[config.mk]
export PLATFORM = sky130hd
export DESIGN_NAME = strength_net_resolver
export DESIGN_NICKNAME = d
export VERILOG_FILES = /design/src/rtl/strength_pkg.sv /design/src/rtl/strength_bit_reduce.sv /design/src/rtl/strength_net_resolver.sv
export SDC_FILE = /design/constraint.sdc
export NUM_CORES = 1
export LEC_CHECK = 0
export CORE_UTILIZATION = 50
export CTS_CLUSTER_DIAMETER = 50
export DETAILED_ROUTE_END_ITERATION = 16
export PLACE_DENSITY = 0.75
export SLEW_MARGIN = 20
export SYNTH_ARGS = -nofsm -noshare
export SYNTH_HDL_FRONTEND = slang
export SYNTH_HIERARCHICAL = 1
export SYNTH_SLANG_ARGS = --single-unit
[constraint.sdc]
create_clock -name clk -period 3.3 [get_ports clk]
set_clock_uncertainty 0.2 [all_clocks]
set_input_delay 0.66 -clock clk [delete_from_list [all_inputs] [get_ports clk]]
set_output_delay 0.66 -clock clk [all_outputs]
set_load 0.02 [all_outputs]
[src/rtl/strength_pkg.sv]
// Shared strength/level encodings and the per-bit resolution rule used by the
// strength net resolver.
package strength_pkg;

  // Drive strengths, weakest first; HIGHZ means "not driving at all".
  typedef enum logic [2:0] {
    HIGHZ  = 3'd0,
    SMALL  = 3'd1,
    MEDIUM = 3'd2,
    WEAK   = 3'd3,
    LARGE  = 3'd4,
    PULL   = 3'd5,
    STRONG = 3'd6,
    SUPPLY = 3'd7
  } strength_e;

  // 4-state level codes as they appear on out_code.
  typedef enum logic [1:0] {
    L0 = 2'b00,
    L1 = 2'b01,
    LZ = 2'b10,
    LX = 2'b11
  } lvl_e;

  // Resolved result of one net bit.
  typedef struct packed {
    lvl_e      lvl;
    strength_e str;
  } bit_res_t;

  // Turn the strongest 0-drive and strongest 1-drive into a level and strength.
  // Equal non-zero strengths fight each other and give x at that strength.
  function automatic bit_res_t resolve_bit(input strength_e m0, input strength_e m1);
    bit_res_t r;
    if (m0 == HIGHZ && m1 == HIGHZ) begin
      r.lvl = LZ;
      r.str = HIGHZ;
    end else if (m0 > m1) begin
      r.lvl = L0;
      r.str = m0;
    end else if (m1 > m0) begin
      r.lvl = L1;
      r.str = m1;
    end else begin
      r.lvl = LX;
      r.str = m0;
    end
    return r;
  endfunction

endpackage

[src/rtl/strength_bit_reduce.sv]
// Combinational reduction of one net bit: the strongest strength driving a 0
// and the strongest strength driving a 1 across all drivers.
module strength_bit_reduce
  import strength_pkg::*;
#(
  parameter int NDRV = 2
) (
  input  logic [NDRV-1:0]   en,
  input  logic [NDRV-1:0]   bit_val,
  input  logic [NDRV*3-1:0] str0,
  input  logic [NDRV*3-1:0] str1,
  output logic [2:0]        max0,
  output logic [2:0]        max1
);

  // A disabled driver or a HIGHZ contribution never raises either maximum.
  always_comb begin
    max0 = 3'(HIGHZ);
    max1 = 3'(HIGHZ);
    for (int d = 0; d < NDRV; d++) begin
      if (en[d]) begin
        if (!bit_val[d] && (str0[d*3 +: 3] > max0)) begin
          max0 = str0[d*3 +: 3];
        end
        if (bit_val[d] && (str1[d*3 +: 3] > max1)) begin
          max1 = str1[d*3 +: 3];
        end
      end
    end
  end

endmodule

[src/rtl/strength_net_resolver.sv]
// Two-stage valid/ready pipeline resolving a multi-driver net into a 4-state
// value and strength per bit, with an expected-pattern match counter and a
// sticky flag for drivers that are enabled but have no usable strength.
module strength_net_resolver
  import strength_pkg::*;
#(
  parameter int WIDTH = 5,
  parameter int NDRV  = 2,
  parameter int CNT_W = 8
) (
  input  logic                    clk,
  input  logic                    rst,
  input  logic                    in_valid,
  output logic                    in_ready,
  input  logic [NDRV-1:0]         in_en,
  input  logic [NDRV*WIDTH-1:0]   in_val,
  input  logic [NDRV*3-1:0]       in_str0,
  input  logic [NDRV*3-1:0]       in_str1,
  output logic                    out_valid,
  input  logic                    out_ready,
  output logic [2*WIDTH-1:0]      out_code,
  output logic [3*WIDTH-1:0]      out_str,
  input  logic                    exp_load,
  input  logic [2*WIDTH-1:0]      exp_code,
  output logic                    match,
  output logic [CNT_W-1:0]        match_cnt,
  output logic                    illegal
);

  localparam logic [2*WIDTH-1:0] ALL_Z   = {WIDTH{LZ}};
  localparam logic [CNT_W-1:0]   CNT_MAX = {CNT_W{1'b1}};

  logic                 adv;
  logic                 xfer;
  logic                 illegal_hit;
  logic [3*WIDTH-1:0]   m0_w, m1_w;
  logic [2*WIDTH-1:0]   code_res;
  logic [3*WIDTH-1:0]   str_res;

  logic                 s1_valid_q, s1_valid_d;
  logic [3*WIDTH-1:0]   s1_m0_q, s1_m0_d;
  logic [3*WIDTH-1:0]   s1_m1_q, s1_m1_d;
  logic                 s2_valid_q, s2_valid_d;
  logic [2*WIDTH-1:0]   code_q, code_d;
  logic [3*WIDTH-1:0]   str_q, str_d;
  logic [2*WIDTH-1:0]   exp_q, exp_d;
  logic [CNT_W-1:0]     cnt_q, cnt_d;
  logic                 illegal_q, illegal_d;

  // One reducer per bit, fed with that bit of every driver's value.
  for (genvar b = 0; b < WIDTH; b++) begin : g_bit
    logic [NDRV-1:0] bit_val;
    for (genvar d = 0; d < NDRV; d++) begin : g_drv
      assign bit_val[d] = in_val[d*WIDTH + b];
    end
    strength_bit_reduce #(.NDRV(NDRV)) u_reduce (
      .en      (in_en),
      .bit_val (bit_val),
      .str0    (in_str0),
      .str1    (in_str1),
      .max0    (m0_w[b*3 +: 3]),
      .max1    (m1_w[b*3 +: 3])
    );
  end

  // Flag any enabled driver whose strengths are both HIGHZ.
  always_comb begin
    illegal_hit = 1'b0;
    for (int d = 0; d < NDRV; d++) begin
      if (in_en[d] && (in_str0[d*3 +: 3] == 3'(HIGHZ)) && (in_str1[d*3 +: 3] == 3'(HIGHZ))) begin
        illegal_hit = 1'b1;
      end
    end
  end

  // Resolve the stage-1 maxima into level/strength for stage 2.
  always_comb begin
    bit_res_t res;
    code_res = '0;
    str_res  = '0;
    res      = '{lvl: LZ, str: HIGHZ};
    for (int b = 0; b < WIDTH; b++) begin
      res = resolve_bit(strength_e'(s1_m0_q[b*3 +: 3]), strength_e'(s1_m1_q[b*3 +: 3]));
      code_res[2*b +: 2] = res.lvl;
      str_res[3*b +: 3]  = res.str;
    end
  end

  assign adv       = !s2_valid_q || out_ready;
  assign xfer      = s2_valid_q && out_ready;
  assign in_ready  = adv;
  assign out_valid = s2_valid_q;
  assign out_code  = code_q;
  assign out_str   = str_q;
  assign match     = s2_valid_q && (code_q == exp_q);
  assign match_cnt = cnt_q;
  assign illegal   = illegal_q;

  // Next state: the whole pipe shifts together on adv, otherwise everything holds.
  always_comb begin
    s1_valid_d = s1_valid_q;
    s1_m0_d    = s1_m0_q;
    s1_m1_d    = s1_m1_q;
    s2_valid_d = s2_valid_q;
    code_d     = code_q;
    str_d      = str_q;
    exp_d      = exp_q;
    cnt_d      = cnt_q;
    illegal_d  = illegal_q;
    if (adv) begin
      s1_valid_d = in_valid;
      if (in_valid) begin
        s1_m0_d = m0_w;
        s1_m1_d = m1_w;
      end
      s2_valid_d = s1_valid_q;
      code_d     = code_res;
      str_d      = str_res;
    end
    if (adv && in_valid && illegal_hit) begin
      illegal_d = 1'b1;
    end
    if (xfer && match && (cnt_q != CNT_MAX)) begin
      cnt_d = cnt_q + 1'b1;
    end
    if (exp_load) begin
      exp_d = exp_code;
    end
  end

  // State registers; reset discards anything in flight.
  always_ff @(posedge clk or posedge rst) begin
    if (rst) begin
      s1_valid_q <= 1'b0;
      s1_m0_q    <= '0;
      s1_m1_q    <= '0;
      s2_valid_q <= 1'b0;
      code_q     <= ALL_Z;
      str_q      <= '0;
      exp_q      <= ALL_Z;
      cnt_q      <= '0;
      illegal_q  <= 1'b0;
    end else begin
      s1_valid_q <= s1_valid_d;
      s1_m0_q    <= s1_m0_d;
      s1_m1_q    <= s1_m1_d;
      s2_valid_q <= s2_valid_d;
      code_q     <= code_d;
      str_q      <= str_d;
      exp_q      <= exp_d;
      cnt_q      <= cnt_d;
      illegal_q  <= illegal_d;
    end
  end

endmodule

# After elaboration in Yosys (flattened, before gate mapping)
# Cells that the tools add are included.
[op_classes]
add_sub_neg = 1
n_lt_le_gt_ge = 22
n_eq_ne = 2
n_mux = 57
reduce_logical = 62
[op_table]
columns = ["op", "count"]
rows = [
  ["3-bit two-way mux", 40],
  ["5-bit two-way mux", 15],
  ["3-bit > comparator", 20],
  ["3-bit logical NOT", 14],
  ["1-bit logical AND", 35],
  ["1-bit logical NOT", 11],
  ["10-bit equality test", 1],
  ["8-bit by 1-bit adder with 8-bit output (second input constant)", 1],
  ["8-bit inequality test (second input constant)", 1],
  ["3-bit by 1-bit > comparator with 1-bit output (second input constant)", 2],
  ["1-bit two-way mux", 2],
  ["2-bit AND reduction", 1],
  ["1-bit logical OR", 1],
]
[totals]
ff_bits = 76
inputBits = 39
out_inout_bits = 37
wordCells = 153

# Logic depth before layout (Yosys ltp)
# Gate-level depths: netlist (run 1).
[depth]
depth_word = 8
depth_mapped = 8
mapped_depth_nobuf = 8

# Modules after synthesis
# The synthesis (run 1) kept the hierarchy.
[by_module_without_submodules]
columns = ["module", "n_inst", "cells_each", "area_each_um2"]
rows = [
  ["strength_net_resolver", 1, 322, 3702.3],
  ["strength_bit_reduce at g_bit[0].u_reduce ...", 4, 36, 282.8],
  ["strength_bit_reduce at g_bit[3].u_reduce", 1, 36, 279.0],
]

# Worst setup path after synthesis (run 1)
# Ideal clock, no wire load.
[synth_timing]
path_type = "input-to-reg"
from = "input in_en[0]"
to = "register s1_m0_q[9]"
setup_time_ns = 0.125
arrival_time_ns = 2.248
required_time_ns = 2.975
path_slack_ns = 0.727
cell_stages = 8
n_path_buf = 0
path_cell_list = "nor2b_1 and2_1 ha_1 nand3_1 o21ai_1 nor4b_4 mux2_4 mux2_2"
[synth_between]
elab_chain_cells = 5
[synth_rtl]
columns = ["element", "line", "rtl"]
rows = [
  ["start: declaration", "strength_net_resolver.sv:15", "input logic [NDRV-1:0] in_en,"],
  ["3-bit two-way mux *", "strength_bit_reduce.sv:21", "if (en[d]) begin"],
  ["3-bit > comparator", "strength_bit_reduce.sv:22", "if (!bit_val[d] && (str0[d*3 +: 3] > max0)) begin"],
  ["1-bit logical AND", "strength_bit_reduce.sv:22", ""],
  ["3-bit two-way mux", "strength_bit_reduce.sv:22", ""],
  ["3-bit two-way mux *", "strength_bit_reduce.sv:21", ""],
  ["net m0_w[9]", "strength_net_resolver.sv:36", "logic [3*WIDTH-1:0] m0_w, m1_w;"],
  ["end signal: assignment", "strength_net_resolver.sv:145", "s1_m0_q <= s1_m0_d;"],
  ["end: declaration", "strength_net_resolver.sv:41", "logic [3*WIDTH-1:0] s1_m0_q, s1_m0_d;"],
]
# The timed path passes the listed nets; every way through them passes the cells marked *.
# A chain may end at the register's enable or synchronous reset.

# Worst setup path after layout (run 1)
# Same ends and word-level chain as after synthesis.

==> results.py, run 1 <==
metrics = {
    "timing": {
        "fin_setup_tns_ps": 0,
        "worst_hold_slack_ps": 273,
        "hold_viol": 0,
        "final.period_utilization_pct": 92.3,
        "final.setup.worst_slack_ps": 254,
        "finalSetupViolCount": 0,
        "post-route-min-period_ps": 3050,
        "maxClockFrequency_ghz": 0.328,
        "max_slew_margin_pct": 55.3,
        "unrepaired_setup_endpoints_after_global_routing": "false",
        "report.final.slew_viol_count": 0,
        "max_slew.worst_pin.slew_ps": 662,
    },
    "clocking": {
        "insertion_delay_ps": 360,
        "postCtsHoldBufs": 0,
        "clock_tree.htree_level_count": 3,
        "ctsRootBufferMaster": "clkbuf_8",
        "cells_resized_by_post_cts_repair": 0,
        "cts_tree": "built",
        "clock_sinks": 76,
        "cts.repair_timing.setup_buffer_count": 0,
        "path_clk_slew_ps": 80,
        "cts_buffers": 9,
        "cts.path.max_buffers": 2,
    },
    "floorplanning": {
        "pin_count": 76,
        "start_util_pct": 52.1,
        "floorplan_die_area_um2": 10600,
        "die_height_um": 103,
        "design.core.area_um2": 9820,
        "die_w_um": 103,
        "std_cell_rows": 36,
    },
    "run_status": {
        "run_status": "finished clean",
    },
    "setup_path": {
        "worstPathArrival_ps": 3100,
        "crit_path_top_delay_cell": "clkdlybuf4s50_1",
        "timing.critical_path.cells": "clkdlybuf4s50_1, nor2b_1, nand2_1, ha_1, nand3_1, o21ai_1, nor4b_4, mux2_4, mux2_2",
        "critPathMaxStageDelay_ps": 640,
        "critical_path_peak_fanout": 9,
        "worst_setup_path_end_kind": "flip-flop",
        "worstSetupStartpointType": "primary input",
        "crit_required_ps": 3350,
        "path_class": "primary input to flip-flop",
    },
    "min_path": {
        "min-delay-path-class": "flip-flop to flip-flop",
    },
    "yosys": {
        "syn-cell-area_um2": 5110,
        "distinct_cell_type_count_of_the_synthesized_netlist": 47,
        "cell_types_occupying_the_most_area_after_synthesis": "dfrtp_1 (32%), ha_1 (11%), mux2_2 (10%)",
        "yosysTopAreaCell": "dfrtp_1",
        "synth_most_common_cell": "dfrtp_1",
        "async_flop_share_pct": 100,
        "post_synth_edffs": 0,
        "sequential_share_of_the_synthesized_area_pct": 37.4,
        "postSynthCellCount": 502,
        "yosysWarningCount": 6,
        "synth_nets": 587,
        "synth_seq_cells": 76,
        "synth.top_cell.area_share_pct": 32.3,
        "ys_top_cells_by_count": "dfrtp_1 (66), inv_1 (61), ha_1 (46), mux2_2 (46), nand2_1 (39)",
        "ys.flop_type": "dfrtp_1",
        "postSynthAreaPerCell_um2": 10.2,
    },
    "detailed_routing": {
        "detail-route-antenna-nets": 0,
        "met3_wirelength_um": 639,
        "route.detailed.drc": 0,
        "met2RoutedLength_mm": 5.29,
        "detailedRoute.firstPassIterationCount": 4,
        "m1WireLength_mm": 5.19,
        "via_per_inst": 5.42,
        "topmost_layer_with_routed_signal_wires": "met4",
        "detail_route.iter0.violations": 160,
        "route.detailed.wl_per_inst_um": 15.1,
        "vias": 4047,
        "total_wire_length_mm": 11.3,
    },
    "final_layout": {
        "fill_cells": 854,
        "stdcell_area_um2": 6440,
        "diodes_inserted": 0,
        "drive_gt1_share_pct": 21.4,
        "flow.area_growth_from_synthesis_pct": 26.0,
        "finalNetCount": 693,
    },
    "flow_run": {
        "maxCapViolations": 0,
    },
    "power": {
        "comb_power_share_pct": 38.9,
        "power_frac_seq_pct": 38.3,
        "power_switching_share_pct": 33.8,
        "cellPowerDensity_nw_per_um2": 531,
        "p_leak_nw": 3.01,
        "ir_worst_vdd_mv": 0.245,
        "power.switching_mw": 1.15,
        "internal_power_mw": 2.26,
        "clkPwrFrac_pct": 22.8,
    },
    "global_routing": {
        "pin_count_of_the_biggest_net_entering_global_routing": 48,
        "track_usage_pct": 22.8,
        "wire_length_of_the_first_global_routing_pass_mm": 18.7,
        "grt_antenna_before_repair": 0,
        "globalRoute.totalOverflow": 0,
        "first_global_vias": 4075,
    },
    "placement": {
        "globalplace.congestion": 0.862,
        "io_buffer_count": 75,
        "minimum_setup_slack_after_placement_ps": -107,
        "place_area_um2": 6220,
        "place_hpwl_mm": 8.85,
    },
}
registers in the layout (all words and copies together), names as in the netlist:
signal,flops
out_str,15
illegal,1
s1_m1_q,15
s1_m0_q,15
out_valid,1
match_cnt,8
s1_valid_q,1
out_code,10
exp_q,10
cells by family (layout without fill, tap and decap cells):
kind of cell,count (synthesis),in the layout,synth area share (%)
and+or+nand+nor,136,136,15.5
muxes,86,86,18.5
DFF,76,76,37.4
AOI/OAI and AO/OA,72,72,9.45
buffers and inverters,71,182,5.31
adders and majority gates,46,46,11.3
xor gates and xnor gates,15,15,2.57
area by class of cell:
| class | instances | area (µm²) | area share, % |
|---|---|---|---|
| multi-input combinational | 355 | 2930 | 45.5 |
| sequential | 76 | 1910 | 29.7 |
| timing repair buffer | 104 | 981 | 15.2 |
| inverter | 62 | 233 | 3.61 |
| tap | 133 | 166 | 2.58 |
| clock buffer | 11 | 141 | 2.20 |
| clock inverter | 5 | 75.1 | 1.17 |
placed cells by master (no fill, tap or decap), types with 5 or more instances in the layout:
cell type,synthesis,layout
a211oi_2,5,5
a21oi_1,9,9
a31oi_1,5,5
and2_1,6,6
and3_1,6,6
buf_4,0,28
clkbuf_8,0,10
clkdlybuf4s50_1,0,75
dfrtp_1,66,66
dfstp_2,10,10
ha_1,46,46
inv_1,61,60
mux2_2,46,46
mux2_4,5,5
mux2i_1,34,34
nand2_1,39,39
nand3_1,25,25
nand4_1,9,9
nor2_1,19,19
nor2b_1,7,6
nor4_1,6,6
nor4b_4,5,5
o21ai_0,23,23
o21ai_1,6,6
xnor2_1,14,14
path summary, 6_finish.rpt:
check	start	to	slack, ps	depth (start not counted)
setup / recovery	in_en[0]	s1_m0_q[9]$_DFFE_PP0P_	250	9
hold / removal	s1_valid_q$_DFFE_PP0N_	out_valid$_DFFE_PP0N_	270	1
setup reg to reg	out_code[3]$_DFFE_PP1N_	match_cnt[1]$_DFFE_PP0P_	1080	5
hold reg to reg	s1_valid_q$_DFFE_PP0N_	out_valid$_DFFE_PP0N_	270	1
max in group asynchronous	rst	out_code[1]$_DFFE_PP1N_	1690	3
min in group asynchronous	rst	exp_q[2]$_DFFE_PP0P_	500	2
power groups by stage:
stage                     logic, mW  registers, mW  clock network [mW]
final                          1.33           1.31               0.780
after global routing           1.46           1.34               0.841
after CTS                      1.34           1.31               0.802
after detailed placement       1.33           1.33                   0
after global placement         1.29           1.32                   0
after floorplan               0.697           1.44                   0
metrics by stage:
| step | total power [mW] | std cells | utilization (%) |
|---|---|---|---|
| 2_1_floorplan | 2.14 | 502 | - |
| 3_3_place_gp | 2.61 | 730 | 63.4 |
| 3_5_place_dp | 2.66 | 730 | 63.4 |
| 4_1_cts | 3.45 | 746 | 65.6 |
| 5_1_grt | 3.64 | 746 | 65.6 |
| 6_report | 3.42 | 746 | 65.6 |
critical path: cells and delay by family:
kind / cells / cell delay, ps
simple gates: 4 / 780
fa+ha+maj: 1 / 330
buf+inv: 1 / 640
compound gates: 1 / 110
mux: 2 / 580
routing by layer:
metal  GRT usage, %  up-vias
met3           4.68       14
met2           38.5      119
li1               -     1987
met1           29.2     1927
met5              0        -
met4           7.37        0
Power figures use the tool's default switching activity.
==> inputs of run 2 (changes only) <==
--- a/config.mk
+++ b/config.mk
@@ -5,10 +5,12 @@
 export SDC_FILE = /design/constraint.sdc
 export NUM_CORES = 1
 export LEC_CHECK = 0
+export CORE_ASPECT_RATIO = 1.4
 export CORE_UTILIZATION = 50
 export CTS_CLUSTER_DIAMETER = 50
 export DETAILED_ROUTE_END_ITERATION = 16
 export PLACE_DENSITY = 0.75
+export SKIP_LAST_GASP = 1
 export SLEW_MARGIN = 20
 export SYNTH_ARGS = -nofsm -noshare
 export SYNTH_HDL_FRONTEND = slang
==> results.py, run 2 (same netlist as run 1, synthesis figures left out) <==
metrics = {
    "run_status": {
        "run_status": "finished clean",
    },
    "floorplanning": {
        "die_w_um": 87.5,
        "std_cell_rows": 43,
        "start_util_pct": 51.6,
        "floorplan_die_area_um2": 10600,
        "design.core.area_um2": 9900,
        "pin_count": 76,
        "die_height_um": 122,
    },
    "timing": {
        "final.period_utilization_pct": 90.3,
        "max_slew_margin_pct": 52.8,
        "unrepaired_setup_endpoints_after_global_routing": "false",
        "report.final.slew_viol_count": 0,
        "hold_viol": 0,
        "max_slew.worst_pin.slew_ps": 707,
        "post-route-min-period_ps": 2980,
        "finalSetupViolCount": 0,
        "maxClockFrequency_ghz": 0.336,
    },
    "setup_path": {
        "critical_path_peak_fanout": 21,
        "worst_setup_path_end_kind": "flip-flop",
        "path_class": "primary input to flip-flop",
        "worstSetupStartpointType": "primary input",
        "crit_required_ps": 3320,
        "worstPathArrival_ps": 3000,
    },
    "detailed_routing": {
        "total_wire_length_mm": 10.8,
        "detail-route-antenna-nets": 0,
        "vias": 3997,
        "detail_route.iter0.violations": 140,
        "detailedRoute.firstPassIterationCount": 4,
        "via_per_inst": 5.43,
        "route.detailed.drc": 0,
        "route.detailed.wl_per_inst_um": 14.7,
    },
    "power": {
        "comb_power_share_pct": 37.3,
        "cellPowerDensity_nw_per_um2": 550,
        "power_switching_share_pct": 32.5,
        "clkPwrFrac_pct": 25.7,
        "p_leak_nw": 2.99,
        "power.switching_mw": 1.15,
        "power_frac_seq_pct": 37.0,
        "ir_worst_vdd_mv": 0.253,
        "design_power_total_mw": 3.54,
        "internal_power_mw": 2.39,
    },
    "placement": {
        "io_buffer_count": 75,
        "place_hpwl_mm": 8.78,
        "globalplace.congestion": 0.840,
        "place_area_um2": 6150,
    },
    "clocking": {
        "ctsRootBufferMaster": "clkbuf_16",
        "cts.path.max_buffers": 2,
        "insertion_delay_ps": 330,
        "cts.repair_timing.setup_buffer_count": 0,
        "clock_tree.htree_level_count": 3,
        "cts_tree": "built",
        "postCtsHoldBufs": 0,
        "clock_sinks": 76,
        "path_clk_slew_ps": 50,
        "cells_resized_by_post_cts_repair": 0,
        "cts_buffers": 9,
    },
    "global_routing": {
        "track_usage_pct": 22.1,
        "grtUsageMet3_pct": 3.86,
        "grt_antenna_before_repair": 0,
        "first_global_vias": 4063,
        "wire_length_of_the_first_global_routing_pass_mm": 18.3,
        "grtUsageMet2_pct": 40.2,
        "gr-usage-met1_pct": 25.4,
        "pin_count_of_the_biggest_net_entering_global_routing": 37,
        "globalRoute.totalOverflow": 0,
        "most_used_routing_layer_in_global_routing": "met2",
    },
    "final_layout": {
        "post-route-util_pct": 65.0,
        "leading_cell_type_in_the_layout_fill_and_taps_excluded": "clkdlybuf4s50_1",
        "fill_cells": 830,
        "drive_gt1_share_pct": 19.5,
        "finalNetCount": 681,
        "flow.area_growth_from_synthesis_pct": 25.8,
        "layout_common_cells": "clkdlybuf4s50_1 (75), dfrtp_1 (66), inv_1 (60), mux2_2 (46), ha_1 (46)",
        "diodes_inserted": 0,
        "stdcell_area_um2": 6430,
    },
    "flow_run": {
        "maxCapViolations": 0,
    },
    "min_path": {
        "min-delay-path-class": "flip-flop to flip-flop",
    },
}
==> run 2: cell count changes in the layout (fill, tap and decap cells not counted), sizes merged <==
cell    before  now
clkbuf      11   15
clkinv       3    1
bufinv       2    0
buf         29   17
==> run 2: final timing paths <==
kind / start / to / slack (ps) / depth (start not counted)
max in group asynchronous: rst / out_code[7]$_DFFE_PP1N_ / 1660 / 3
max reg2reg: out_code[7]$_DFFE_PP1N_ / match_cnt[1]$_DFFE_PP0P_ / 1050 / 5
max: in_en[0] / s1_m0_q[0]$_DFFE_PP0P_ / 320 / 10
min: s1_valid_q$_DFFE_PP0N_ / out_valid$_DFFE_PP0N_ / 270 / 1
min reg2reg: s1_valid_q$_DFFE_PP0N_ / out_valid$_DFFE_PP0N_ / 270 / 1
min in group asynchronous: rst / match_cnt[0]$_DFFE_PP0P_ / 560 / 2
==> run 2: layout make-up <==
type / count / area, µm² / area share, %
Clock inverter: 1 / 5.00 / 0.0778
Clock buffer: 15 / 278 / 4.32
Sequential cell: 76 / 1910 / 29.8
Tap cell: 135 / 169 / 2.63
Multi-Input combinational cell: 355 / 2930 / 45.5
Timing Repair Buffer: 92 / 903 / 14.0
Inverter: 62 / 233 / 3.62
==> run 2: metrics by stage <==
| step | setup TNS (ps) | hold slack (ps) | std cells | setup WS [ps] |
|---|---|---|---|---|
| global route | 0 | 303 | 736 | 182 |
| finish | 0 | 267 | 736 | 320 |
| detailed placement | -27.6 | 257 | 720 | -27.6 |
| global placement | 0 | 253 | 720 | 73.7 |
| CTS | 0 | 272 | 736 | 331 |
| floorplan | 0 | 239 | 502 | 518 |
==> run 2: worst max-delay path, stage by stage <==
cell and delay (ps):
clkdlybuf4s50_1 500, buf_12 150, nor2b_1 220, nand2_1 110
ha_1 320, nand3_1 120, o21ai_2 70, nor4b_4 260
mux2_4 320, mux2_2 250
==> run 2: layer usage <==
| metal | share of wire (%) | wire length [µm] |
|---|---|---|
| met3 | 3.3 | 361 |
| met1 | 42 | 4600 |
| met2 | 52 | 5680 |
| met4 | 1.7 | 189 |
| met5 | 0 | 0 |
==> run 2: power groups by stage <==
| stage | sequential (mW) | clock, mW | combinational (mW) |
|---|---|---|---|
| after floorplan | 1.44 | 0 | 0.697 |
| after global placement | 1.32 | 0 | 1.28 |
| after detailed placement | 1.33 | 0 | 1.32 |
| after CTS | 1.31 | 0.921 | 1.33 |
| after global routing | 1.34 | 0.969 | 1.45 |
| final | 1.31 | 0.908 | 1.32 |
==> inputs of run 3 (changes only) <==
--- a/config.mk
+++ b/config.mk
@@ -9,7 +9,7 @@
 export CORE_UTILIZATION = 50
 export CTS_CLUSTER_DIAMETER = 50
 export DETAILED_ROUTE_END_ITERATION = 16
-export PLACE_DENSITY = 0.75
+export PLACE_DENSITY = 0.78
 export SKIP_LAST_GASP = 1
 export SLEW_MARGIN = 20
 export SYNTH_ARGS = -nofsm -noshare
==> results.py, run 3 (same netlist as run 1, synthesis figures left out) <==
metrics = {
    "setup_path": {
        "crit_required_ps": 2440,
        "worst_r2r_startpoint": "out_code[7]$_DFFE_PP1N_",
        "worst_setup_path_end_kind": "output port",
        "worstSetupStartpointType": "flip-flop",
        "crit-reg2reg-capture": "match_cnt[1]$_DFFE_PP0P_",
        "worstPathArrival_ps": 2160,
        "worst-r2r-setup-slack_ps": 1010,
        "critical_path_peak_fanout": 3,
        "worst_reg_to_reg_cells": 5,
        "path_class": "flip-flop to output port",
    },
    "final_layout": {
        "finalNetCount": 681,
        "layout_common_cells": "clkdlybuf4s50_1 (75), dfrtp_1 (66), inv_1 (60), mux2_2 (46), ha_1 (46)",
        "flow.area_growth_from_synthesis_pct": 25.9,
        "leading_cell_type_in_the_layout_fill_and_taps_excluded": "clkdlybuf4s50_1",
        "post-route-util_pct": 65.0,
        "drive_gt1_share_pct": 19.6,
        "diodes_inserted": 0,
        "stdcell_area_um2": 6440,
    },
    "detailed_routing": {
        "detail-route-antenna-nets": 0,
        "route.detailed.wl_per_inst_um": 15.0,
        "via_per_inst": 5.43,
        "route.detailed.drc": 0,
        "detail_route.iter0.violations": 115,
        "vias": 4000,
        "total_wire_length_mm": 11.1,
        "detailedRoute.firstPassIterationCount": 4,
    },
    "clocking": {
        "cts.repair_timing.setup_buffer_count": 0,
        "insertion_delay_ps": 330,
        "cts_buffers": 9,
        "ctsRootBufferMaster": "clkbuf_16",
        "postCtsHoldBufs": 0,
        "cts.path.max_buffers": 2,
        "cells_resized_by_post_cts_repair": 0,
        "path_clk_slew_ps": 50,
        "clock_sinks": 76,
        "clock_tree.htree_level_count": 3,
        "cts_tree": "built",
    },
    "placement": {
        "globalplace.congestion": 0.863,
        "place_area_um2": 6140,
        "place_hpwl_mm": 8.81,
        "io_buffer_count": 75,
        "minimum_setup_slack_after_placement_ps": -28.1,
    },
    "timing": {
        "post-route-min-period_ps": 3020,
        "report.final.slew_viol_count": 0,
        "final.period_utilization_pct": 91.4,
        "hold_viol": 0,
        "max_slew.worst_pin.slew_ps": 654,
        "max_slew_margin_pct": 55.8,
        "worst_hold_slack_ps": 265,
        "maxClockFrequency_ghz": 0.332,
        "unrepaired_setup_endpoints_after_global_routing": "false",
        "final.setup.worst_slack_ps": 285,
        "fin_setup_tns_ps": 0,
        "finalSetupViolCount": 0,
    },
    "floorplanning": {
        "std_cell_rows": 43,
        "floorplan_die_area_um2": 10600,
        "pin_count": 76,
        "design.core.area_um2": 9900,
        "start_util_pct": 51.6,
        "die_height_um": 122,
        "die_w_um": 87.5,
    },
    "min_path": {
        "hold_path.startpoint": "s1_valid_q$_DFFE_PP0N_",
        "worstHoldPathCells": 1,
        "min-delay-path-class": "flip-flop to flip-flop",
        "holdPathEnd": "out_valid$_DFFE_PP0N_",
    },
    "global_routing": {
        "track_usage_pct": 22.2,
        "gr-usage-met1_pct": 27.1,
        "first_global_vias": 3988,
        "grtUsageMet3_pct": 3.46,
        "wire_length_of_the_first_global_routing_pass_mm": 18.4,
        "most_used_routing_layer_in_global_routing": "met2",
        "pin_count_of_the_biggest_net_entering_global_routing": 37,
        "globalRoute.totalOverflow": 0,
        "grtUsageMet2_pct": 38.9,
        "grt_antenna_before_repair": 0,
    },
    "flow_run": {
        "maxCapViolations": 0,
    },
    "power": {
        "p_leak_nw": 2.99,
        "ir_worst_vdd_mv": 0.301,
        "cellPowerDensity_nw_per_um2": 558,
    },
    "run_status": {
        "run_status": "finished clean",
    },
}
## run 3: cell types whose count changed in the layout (fill, tap and decap cells not counted)
| cell | before | now |
|---|---|---|
| clkbuf_1 | 3 | 2 |
| clkbuf_8 | 3 | 5 |
| buf_12 | 2 | 1 |
| clkinv_2 | 1 | 0 |
| buf_4 | 15 | 16 |
## run 3: worst max path at each step
stage,from,to,depth (start not counted)
after floorplan,rst,exp_q[0]$_DFFE_PP0P_,1
after global placement,in_en[0],s1_m0_q[9]$_DFFE_PP0P_,10
after detailed placement,in_en[0],s1_m0_q[3]$_DFFE_PP0P_,10
after CTS,out_code[7]$_DFFE_PP1N_,match,4
after global routing,out_code[7]$_DFFE_PP1N_,match,4
final,out_code[7]$_DFFE_PP1N_,match,4
## run 3: final cells by class
cell class              instances  area [µm²]
fillers                       810        3460
multi-input cells             355        2930
flip-flops and latches         76        1910
repair buffers                 92         891
clock buffers                  16         302
inverters                      62         233
well taps                     135         169
## run 3: layer usage
metal | routed length [µm] | share of wire [%] | vias up
met2 | 5740 | 52 | 87
met3 | 303 | 2.7 | 22
met1 | 4760 | 43 | 1924
met4 | 265 | 2.4 | 0
li1 | - | - | 1967
met5 | 0 | 0 | -
## run 3: critical path, cell delays in order, from the launching register on
cell	delay, ps
dfstp_2	550
xnor2_1	160
nand4_1	210
nor3_1	260
clkdlybuf4s50_1	640
## run 3: through the flow
stage | power [mW] | std cells
after floorplan | 2.14 | 502
after global placement | 2.59 | 720
after detailed placement | 2.65 | 720
after CTS | 3.62 | 736
after global routing | 3.80 | 736
final | 3.59 | 736
## run 3: where the power goes
part	internal [mW]	leakage [nW]	switching [mW]
Sequential	1.15	0.968	0.170
Combinational	0.672	1.88	0.652
Clock	0.612	0.149	0.339
Total	2.43	2.99	1.16
